--- config.mk ---
export PLATFORM = sky130hd
export DESIGN_NAME = trap_sequencer_flat
export DESIGN_NICKNAME = d
export VERILOG_FILES = /design/src/rtl/trap_sequencer_if.sv /design/src/rtl/trap_sequencer.sv /design/src/flat_wrapper.sv
export SDC_FILE = /design/constraint.sdc
export NUM_CORES = 1
export LEC_CHECK = 0
export BUFFER_PORTS_ARGS = -buffer_cell sky130_fd_sc_hd__clkbuf_2
export CAP_MARGIN = 20
export CELL_PAD_IN_SITES_DETAIL_PLACEMENT = 0
export CELL_PAD_IN_SITES_GLOBAL_PLACEMENT = 1
export CORE_UTILIZATION = 28
export DETAILED_ROUTE_END_ITERATION = 10
export PLACE_DENSITY = 0.88
export REMOVE_ABC_BUFFERS = 1
export SYNTH_ARGS = -nofsm -noshare
export SYNTH_HDL_FRONTEND = slang
export SYNTH_SLANG_ARGS = --single-unit
--- constraint.sdc ---
create_clock -name clk_i -period 2.7 [get_ports clk_i]
set_input_delay 0.135 -clock clk_i [delete_from_list [all_inputs] [get_ports clk_i]]
set_output_delay 0.135 -clock clk_i [all_outputs]
set_load 0.1 [all_outputs]
--- src/rtl/trap_sequencer_if.sv ---
// rtl/trap_sequencer_if.sv - CSR write-port bundle (write enable, address, data)
//
// Used twice by trap_sequencer: once for the pipeline's CSR write request
// and once for the single shared CSR write port toward the CSR unit.
//   we   : write enable
//   addr : 12-bit CSR address
//   data : 32-bit write data
// modport master drives the bundle, modport slave receives it.
interface trap_sequencer_if;
  logic        we;
  logic [11:0] addr;
  logic [31:0] data;

  modport master (output we, output addr, output data);
  modport slave  (input  we, input  addr, input  data);
endinterface

--- src/rtl/trap_sequencer.sv ---
// rtl/trap_sequencer.sv - trap entry / MRET CSR update sequencer
//
// Serialises the CSR writes of a trap entry (mepc, mcause, [mtval], mstatus)
// or an MRET (mstatus) onto one shared CSR write port, stalls the pipeline
// while doing so, then issues a one-cycle fetch redirect.
//
// Optional feature macro: TRAP_SEQ_TVAL_EN adds the W_TVAL state and the
// latched tval register (trap path grows from 4 to 5 cycles).
//
// Ports:
//   clk_i, rst_i      clock, synchronous active-high reset
//   trap_req_i        trap request (level); trap_pc_i/trap_cause_i/trap_tval_i
//   mret_i            MRET request (level)
//   mtvec_i, mepc_i, mstatus_i   current CSR values
//   pipe_csr_i        pipeline CSR write request (passed through when idle)
//   csr_o             shared CSR write port
//   stall_o           pipeline hold
//   redirect_o        one-cycle redirect pulse, redirect_pc_o its target
module trap_sequencer (
  input  logic        clk_i,
  input  logic        rst_i,
  input  logic        trap_req_i,
  input  logic [31:0] trap_pc_i,
  input  logic [31:0] trap_cause_i,
  input  logic [31:0] trap_tval_i,
  input  logic        mret_i,
  input  logic [31:0] mtvec_i,
  input  logic [31:0] mepc_i,
  input  logic [31:0] mstatus_i,
  trap_sequencer_if.slave  pipe_csr_i,
  trap_sequencer_if.master csr_o,
  output logic        stall_o,
  output logic        redirect_o,
  output logic [31:0] redirect_pc_o
);

  typedef enum logic [2:0] {
    IDLE,
    W_EPC,
    W_CAUSE,
`ifdef TRAP_SEQ_TVAL_EN
    W_TVAL,
`endif
    W_STATUS,
    M_STATUS,
    REDIRECT
  } state_e;

  state_e      state_q, state_d;
  // pc_q holds the trapping PC for a trap, or the latched mepc for MRET.
  logic [31:0] pc_q, pc_d;
  logic [31:0] cause_q, cause_d;
  logic        mret_q, mret_d;
  logic [31:0] status_v;

`ifdef TRAP_SEQ_TVAL_EN
  logic [31:0] tval_q, tval_d;
  logic        unused_mtvec_lo;
  assign unused_mtvec_lo = ^mtvec_i[1:0];
`else
  logic        unused_inputs;
  assign unused_inputs = ^{trap_tval_i, mtvec_i[1:0]};
`endif

  always_ff @(posedge clk_i) begin
    if (rst_i) begin
      state_q <= IDLE;
      pc_q    <= '0;
      cause_q <= '0;
      mret_q  <= 1'b0;
`ifdef TRAP_SEQ_TVAL_EN
      tval_q  <= '0;
`endif
    end else begin
      state_q <= state_d;
      pc_q    <= pc_d;
      cause_q <= cause_d;
      mret_q  <= mret_d;
`ifdef TRAP_SEQ_TVAL_EN
      tval_q  <= tval_d;
`endif
    end
  end

  always_comb begin
    state_d       = state_q;
    pc_d          = pc_q;
    cause_d       = cause_q;
    mret_d        = mret_q;
`ifdef TRAP_SEQ_TVAL_EN
    tval_d        = tval_q;
`endif
    status_v      = mstatus_i;
    csr_o.we      = 1'b0;
    csr_o.addr    = '0;
    csr_o.data    = '0;
    stall_o       = 1'b1;
    redirect_o    = 1'b0;
    redirect_pc_o = '0;

    case (state_q)
      IDLE: begin
        stall_o = trap_req_i | mret_i;
        if (trap_req_i) begin
          // Trap wins over a simultaneous MRET; the MRET is dropped.
          state_d = W_EPC;
          pc_d    = trap_pc_i;
          cause_d = trap_cause_i;
          mret_d  = 1'b0;
`ifdef TRAP_SEQ_TVAL_EN
          tval_d  = trap_tval_i;
`endif
        end else if (mret_i) begin
          state_d = M_STATUS;
          pc_d    = mepc_i;
          mret_d  = 1'b1;
        end else begin
          csr_o.we   = pipe_csr_i.we;
          csr_o.addr = pipe_csr_i.addr;
          csr_o.data = pipe_csr_i.data;
        end
      end
      W_EPC: begin
        csr_o.we   = 1'b1;
        csr_o.addr = 12'h341;
        csr_o.data = pc_q;
        state_d    = W_CAUSE;
      end
      W_CAUSE: begin
        csr_o.we   = 1'b1;
        csr_o.addr = 12'h342;
        csr_o.data = cause_q;
`ifdef TRAP_SEQ_TVAL_EN
        state_d    = W_TVAL;
`else
        state_d    = W_STATUS;
`endif
      end
`ifdef TRAP_SEQ_TVAL_EN
      W_TVAL: begin
        csr_o.we   = 1'b1;
        csr_o.addr = 12'h343;
        csr_o.data = tval_q;
        state_d    = W_STATUS;
      end
`endif
      W_STATUS: begin
        // MPIE <= MIE, MIE <= 0, MPP <= machine.
        status_v[7]     = mstatus_i[3];
        status_v[3]     = 1'b0;
        status_v[12:11] = 2'b11;
        csr_o.we        = 1'b1;
        csr_o.addr      = 12'h300;
        csr_o.data      = status_v;
        state_d         = REDIRECT;
      end
      M_STATUS: begin
        // MIE <= MPIE, MPIE <= 1.
        status_v[3] = mstatus_i[7];
        status_v[7] = 1'b1;
        csr_o.we    = 1'b1;
        csr_o.addr  = 12'h300;
        csr_o.data  = status_v;
        state_d     = REDIRECT;
      end
      REDIRECT: begin
        redirect_o    = 1'b1;
        redirect_pc_o = mret_q ? pc_q : {mtvec_i[31:2], 2'b00};
        state_d       = IDLE;
      end
      default: state_d = IDLE;
    endcase

    // Reset quiesces every output in the same cycle, so a sequence
    // interrupted by reset never emits another write or a redirect.
    if (rst_i) begin
      csr_o.we      = 1'b0;
      csr_o.addr    = '0;
      csr_o.data    = '0;
      stall_o       = 1'b0;
      redirect_o    = 1'b0;
      redirect_pc_o = '0;
    end
  end

endmodule

--- src/flat_wrapper.sv ---
// flat-port wrapper written by rule: the top's interface ports become plain ports
module trap_sequencer_flat 
  (clk_i, rst_i, trap_req_i, trap_pc_i, trap_cause_i, trap_tval_i, mret_i, mtvec_i, mepc_i, mstatus_i, stall_o, redirect_o, redirect_pc_o, pipe_csr_i_we, pipe_csr_i_addr, pipe_csr_i_data, csr_o_we, csr_o_addr, csr_o_data);
  trap_sequencer_if pipe_csr_i_i ();
  trap_sequencer_if csr_o_i ();
  input  logic clk_i;
  input  logic rst_i;
  input  logic trap_req_i;
  input  logic [31:0] trap_pc_i;
  input  logic [31:0] trap_cause_i;
  input  logic [31:0] trap_tval_i;
  input  logic mret_i;
  input  logic [31:0] mtvec_i;
  input  logic [31:0] mepc_i;
  input  logic [31:0] mstatus_i;
  output logic stall_o;
  output logic redirect_o;
  output logic [31:0] redirect_pc_o;
  input wire logic [$bits(pipe_csr_i_i.we)-1:0] pipe_csr_i_we;
  input wire logic [$bits(pipe_csr_i_i.addr)-1:0] pipe_csr_i_addr;
  input wire logic [$bits(pipe_csr_i_i.data)-1:0] pipe_csr_i_data;
  output wire logic [$bits(csr_o_i.we)-1:0] csr_o_we;
  output wire logic [$bits(csr_o_i.addr)-1:0] csr_o_addr;
  output wire logic [$bits(csr_o_i.data)-1:0] csr_o_data;
  assign pipe_csr_i_i.we = pipe_csr_i_we;
  assign pipe_csr_i_i.addr = pipe_csr_i_addr;
  assign pipe_csr_i_i.data = pipe_csr_i_data;
  assign csr_o_we = csr_o_i.we;
  assign csr_o_addr = csr_o_i.addr;
  assign csr_o_data = csr_o_i.data;
  trap_sequencer u_core (.clk_i(clk_i), .rst_i(rst_i), .trap_req_i(trap_req_i), .trap_pc_i(trap_pc_i), .trap_cause_i(trap_cause_i), .trap_tval_i(trap_tval_i), .mret_i(mret_i), .mtvec_i(mtvec_i), .mepc_i(mepc_i), .mstatus_i(mstatus_i), .pipe_csr_i(pipe_csr_i_i), .csr_o(csr_o_i), .stall_o(stall_o), .redirect_o(redirect_o), .redirect_pc_o(redirect_pc_o));
endmodule
==> flow_summary.ini, run 1 <==
[run_status]
run_status = complete, no violations

[finish]
num-nets-final = 1064
final_util = 0.4811
fin_area_um2 = 7726
diodes = 0
fin_cells = 1043
n_fill_cell = 1512
drive_gt1_frac = 0.4293
area_delta_synth_final_pct = 65.73

[floorplan]
coreArea_um2 = 16060
io_pins = 320
initial_core_util = 0.2903
die_x_um = 131.0
die_y_um = 131.0
rows = 46
dieArea_um2 = 17170

[clocking]
clk_latency_ns = 0.33
postCtsHoldBufs = 0
clock_sinks = 68
cts_tree = done
path_clk_slew_ns = 0.06
clock_path_buffers = 2
postCtsSetupRepairBufs = 0
post_cts_resize_count = 0
htreeDepth = 3
cts_root_buffer = clkbuf_16
cts_buffers = 9

[setup_path]
path_cells = nor2b_1 -> nand3b_1 -> buf_4 -> inv_2 -> and3_1 -> buf_12
startpoint_type = flop
cp_data_arrival_time_ns = 2.34
critPathMaxStageDelay_ns = 0.84
cp_data_required_time_ns = 2.57
slowest_stage = dfxtp_1
worstSetupPathType = reg -> out
endpoint_kind = output port
path_max_fanout = 31

[yosys]
yosysSeqAreaShare = 0.2920
synth_seq_cells = 68
syn-instance-count = 569
yosys_most_used_dff = dfxtp_1
synth_cell_types = 35
yosysWarnings = 0
postSynthAreaPerCell_um2 = 8.193
synth_edf_count = 0
syn-cell-area_um2 = 4662
ys_async_sr_fraction = 0

[grt]
grt_pass1_vias = 5391
grt_pass1_wl_mm = 29.19
overflow = 0
grt_max_degree = 61
grt_usage = 0.2278
antenna_found_initial = 0

[power]
irDropWorstVdd_mv = 0.2628
p_per_area_nw_per_um2 = 593.9
leakagePower_nw = 3.242

[route]
wl_per_cell_um = 18.91
drtIter0Drc = 257
ant_nets = 0
drc_errors = 0
vias = 5493
drt_wl_total_mm = 19.72
viasPerCell = 5.267
drt_pre_antenna_iters = 4

[sta]
max_freq_mhz = 404.5
slew_headroom = 0.4631
drv_slew = 0
fin_crit_sh = 0.9156
finalSetupViolCount = 0
rsz0062_at_grt = false
hold_viol = 0
final.min_clock_period_ns = 2.472
tightestPinTransition_ns = 0.8043
fin_skew_ns = 0.006389

[placement]
gp_congestion = 0.7398
place_inst = 1028
portBuffers = 285
placement.cell_area_um2 = 7456
dpl.hpwl_mm = 13.98

[run]
cap_violations = 0

[min_path]
hold_path.class = in -> reg
## flip-flops by register name (all words and copies together) (netlist names)
register / flops
u_core.cause_q: 32
u_core.pc_q: 32
u_core.state_q: 3
u_core.mret_q: 1
## placed cells by master, fill, tap and decap left out, drive strengths merged, types with 7 or more instances in the layout
cell	synthesis	layout
a211oi	32	32
a21oi	106	106
a32oi	59	59
and2	7	7
buf	46	104
clkbuf	21	219
dfxtp	68	68
mux2	29	29
mux2i	62	62
nand2	68	68
nor2	38	38
## where the power goes
part / total, mW / internal, mW / switching [mW] / leakage (nW)
clock network: 1.10 / 0.664 / 0.434 / 0.135
logic: 2.18 / 0.841 / 1.34 / 2.55
registers: 1.31 / 1.15 / 0.155 / 0.562
## routing by layer
layer,global-route usage,up-vias,wire length [um],part of all wire
li1,-,2637,-,-
met1,0.2632,2554,8204,0.42
met2,0.4071,277,9748,0.49
met3,0.05660,25,1440,0.073
met4,0.07843,0,325,0.016
met5,0,-,0,0
## cell type report
type | instances | area [um^2] | area share
Clock inverter | 2 | 10.01 | 0.001296
Multi-Input combinational cell | 432 | 2967 | 0.3840
Timing Repair Buffer | 310 | 2848 | 0.3686
Tap cell | 216 | 270.3 | 0.03498
Clock buffer | 13 | 260.3 | 0.03368
Inverter | 2 | 7.507 | 0.0009717
Sequential cell | 68 | 1364 | 0.1765
## cells by family after synthesis
family,share of synthesized area
and+or+nand+nor,0.1355
muxes,0.2032
buffers and inverters,0.07971
AOI/OAI and AO/OA,0.2896
DFF,0.2920
## cell usage after synthesis, drive strengths merged, types with 2 or more instances
cell	count	area (um^2)
a21oi	106	530.5
and3b	2	17.52
and3	2	12.51
nand3	2	10.01
nand2	68	255.2
buf	46	285.3
nor3	4	30.03
nor2b	4	25.02
dfxtp	68	1361
mux2i	62	620.6
inv	2	7.510
clkbuf	21	78.83
or3	2	17.52
nor2	38	147.6
and2	7	43.79
mux2	29	326.6
a211oi	32	240.2
a21o	2	15.01
nor4	2	12.51
a32oi	59	516.8
o21ai	4	20.01
## per-stage QoR
step           hold WS [ns]  setup WS (ns)  setup TNS, ns  total power [mW]
4_1_cts            0.001530         0.2147              0             4.633
5_1_grt            0.003199        0.04254              0             4.823
6_report            0.01846         0.2279              0             4.589
3_5_place_dp         0.3627         0.5886              0             3.511
2_1_floorplan        0.2041         -2.100        -113.13             2.561
3_3_place_gp         0.3581         0.6086              0             3.480
## path summary, 6_finish.rpt
check / cells after the start / from / to / slack, ns
setup / recovery: 6 / u_core.state_q[0]$_SDFFE_PP0P_ / redirect_pc_o[0] / 0.23
hold / removal: 3 / trap_cause_i[9] / u_core.cause_q[9]$_SDFFE_PP0P_ / 0.02
hold reg to reg: 2 / u_core.cause_q[12]$_SDFFE_PP0P_ / u_core.cause_q[12]$_SDFFE_PP0P_ / 0.45
setup reg to reg: 4 / u_core.state_q[0]$_SDFFE_PP0P_ / u_core.pc_q[4]$_SDFFE_PP0P_ / 0.64
## worst max-delay path: cells and delay by family, from the launching register on
family / cells / cell delay (ns)
AND/OR/NAND/NOR: 3 / 0.56
flip-flops: 1 / 0.84
buffers and inverters: 3 / 0.60
Note: power is estimated with default switching activity, not from simulation.
==> inputs of run 2 (changes only) <==
CORE_UTILIZATION = 31   (was 28)
PLACE_DENSITY = 0.95   (was 0.88)
==> run 2 against run 1 <==
Clock power is essentially flat. Combinational power is essentially flat. Via count grew 1.0%. Fmax shrank 2.7%. Global-route usage grew 1.6 points. Critical path depth is the same. Routed wire length shrank 2.3%. Power is essentially flat. Sequential cell count is the same. Die area shrank 9.5%. Final cell count shrank 3.1%. Critical endpoint is now csr_o_data[17].
==> flow_summary.ini, run 2 (synthesized netlist as in run 1, its figures left out) <==
[sta]
fin_crit_sh = 0.9407
drv_slew = 0
tightestPinTransition_ns = 0.9488
slew_headroom = 0.3648
final.min_clock_period_ns = 2.540
hold_viol = 0
tns_ns = 0
max_freq_mhz = 393.7
fin_skew_ns = 0.003710
finalSetupViolCount = 0
whs_ns = 0.01514
setup_ws_ns = 0.1602
rsz0062_at_grt = false

[setup_path]
reg2regPathDepth = 4
startpoint_type = flop
timing.rr.start = u_core.state_q[1]$_SDFFE_PP0P_
crit_end = csr_o_data[17]
regToRegSetupSlack_ns = 0.61
r2r-end = u_core.cause_q[17]$_SDFFE_PP0P_
endpoint_kind = output port
worstSetupPathType = reg -> out
cp_data_arrival_time_ns = 2.40
path_max_fanout = 34
cp_data_required_time_ns = 2.57
cp-startpoint = u_core.state_q[1]$_SDFFE_PP0P_

[grt]
overflow = 0
antenna_found_initial = 0
grt_usage = 0.2438
grt_max_degree = 56
grt_pass1_wl_mm = 29.70
grt_pass1_vias = 5529

[floorplan]
coreArea_um2 = 14590
die_y_um = 124.6
rows = 44
die_x_um = 124.6
io_pins = 320
dieArea_um2 = 15530
initial_core_util = 0.3196

[finish]
drive_gt1_frac = 0.4268
fin_cells = 1011
multi_input_area_um2 = 2962
n_fill_cell = 1355
final_util = 0.5270
area_delta_synth_final_pct = 64.92
regArea_um2 = 1364
final_common_cell = clkbuf_2
layout_common_cells = clkbuf_2, a21oi_1, buf_12
num-nets-final = 1063
top_regs = u_core.cause_q: 32 flops, u_core.pc_q: 32 flops, u_core.state_q: 3 flops
fin_area_um2 = 7689
diodes = 0

[clocking]
cts_root_buffer = clkbuf_16
clock_path_buffers = 2
htreeDepth = 3
postCtsHoldBufs = 0
cts_tree = done
clock_sinks = 68
path_clk_slew_ns = 0.06
cts_buffers = 9
post_cts_resize_count = 0
clk_latency_ns = 0.34
postCtsSetupRepairBufs = 0

[placement]
placement.cell_area_um2 = 7406
gp_congestion = 0.7462
dpl.hpwl_mm = 13.89
place_inst = 995
portBuffers = 285
dp_slack_ns = 0.5033

[power]
p_per_area_nw_per_um2 = 597.3
total_power_mw = 4.592
irDropWorstVdd_mv = 0.2760
leakagePower_nw = 3.240

[route]
viasPerCell = 5.490
drtIter0Drc = 256
drc_errors = 0
vias = 5550
wl_per_cell_um = 19.06
drt_pre_antenna_iters = 5
ant_nets = 0
drt_wl_total_mm = 19.27

[min_path]
whs_path_depth = 3
hold_path.class = in -> reg

[run_status]
run_status = complete, no violations

[run]
cap_violations = 0
run 2: cell types whose count changed in the layout (fill, tap and decap cells not counted):
cell,previous run,this run
buf_2,1,0
or2_1,0,1
or2_2,1,0
nor2b_2,0,1
clkinv_2,2,1
clkbuf_1,2,3
nor2b_4,2,1
clkbuf_8,2,3
run 2: where the power goes:
| group | total (mW) | internal (mW) | switching [mW] |
|---|---|---|---|
| clock network | 1.13 | 0.697 | 0.435 |
| logic | 2.16 | 0.825 | 1.33 |
| registers | 1.30 | 1.15 | 0.152 |
| total | 4.59 | 2.67 | 1.92 |
run 2: worst min path at each step:
stage | startpoint | to | slack (ns)
final | trap_cause_i[5] | u_core.cause_q[5]$_SDFFE_PP0P_ | 0.02
after global routing | trap_cause_i[2] | u_core.cause_q[2]$_SDFFE_PP0P_ | 0.01
after CTS | trap_cause_i[23] | u_core.cause_q[23]$_SDFFE_PP0P_ | 0.005
after detailed placement | trap_cause_i[5] | u_core.cause_q[5]$_SDFFE_PP0P_ | 0.37
after global placement | trap_cause_i[9] | u_core.cause_q[9]$_SDFFE_PP0P_ | 0.36
after floorplan | rst_i | u_core.cause_q[0]$_SDFFE_PP0P_ | 0.20
run 2: metal layers:
layer | GRT usage | part of all wire | up-vias
met5 | 0 | 0 | -
met3 | 0.04811 | 0.070 | 23
met4 | 0.08009 | 0.017 | 0
met2 | 0.4413 | 0.51 | 256
li1 | - | - | 2642
met1 | 0.2845 | 0.40 | 2629
run 2: layout make-up:
type	count	share of cell area
clock inverter	1	0.0006509
timing repair buffer	309	0.3697
tap	184	0.02994
inverter	2	0.0009764
multi-input combinational	432	0.3852
clock buffer	15	0.03613
sequential	68	0.1774
run 2: worst max-delay path, stage by stage, from the launching register on:
cell	delay, ns
dfxtp_2	0.50
buf_12	0.26
nor3_4	0.13
buf_4	0.37
a32oi_1	0.16
a21oi_1	0.36
buf_12	0.23
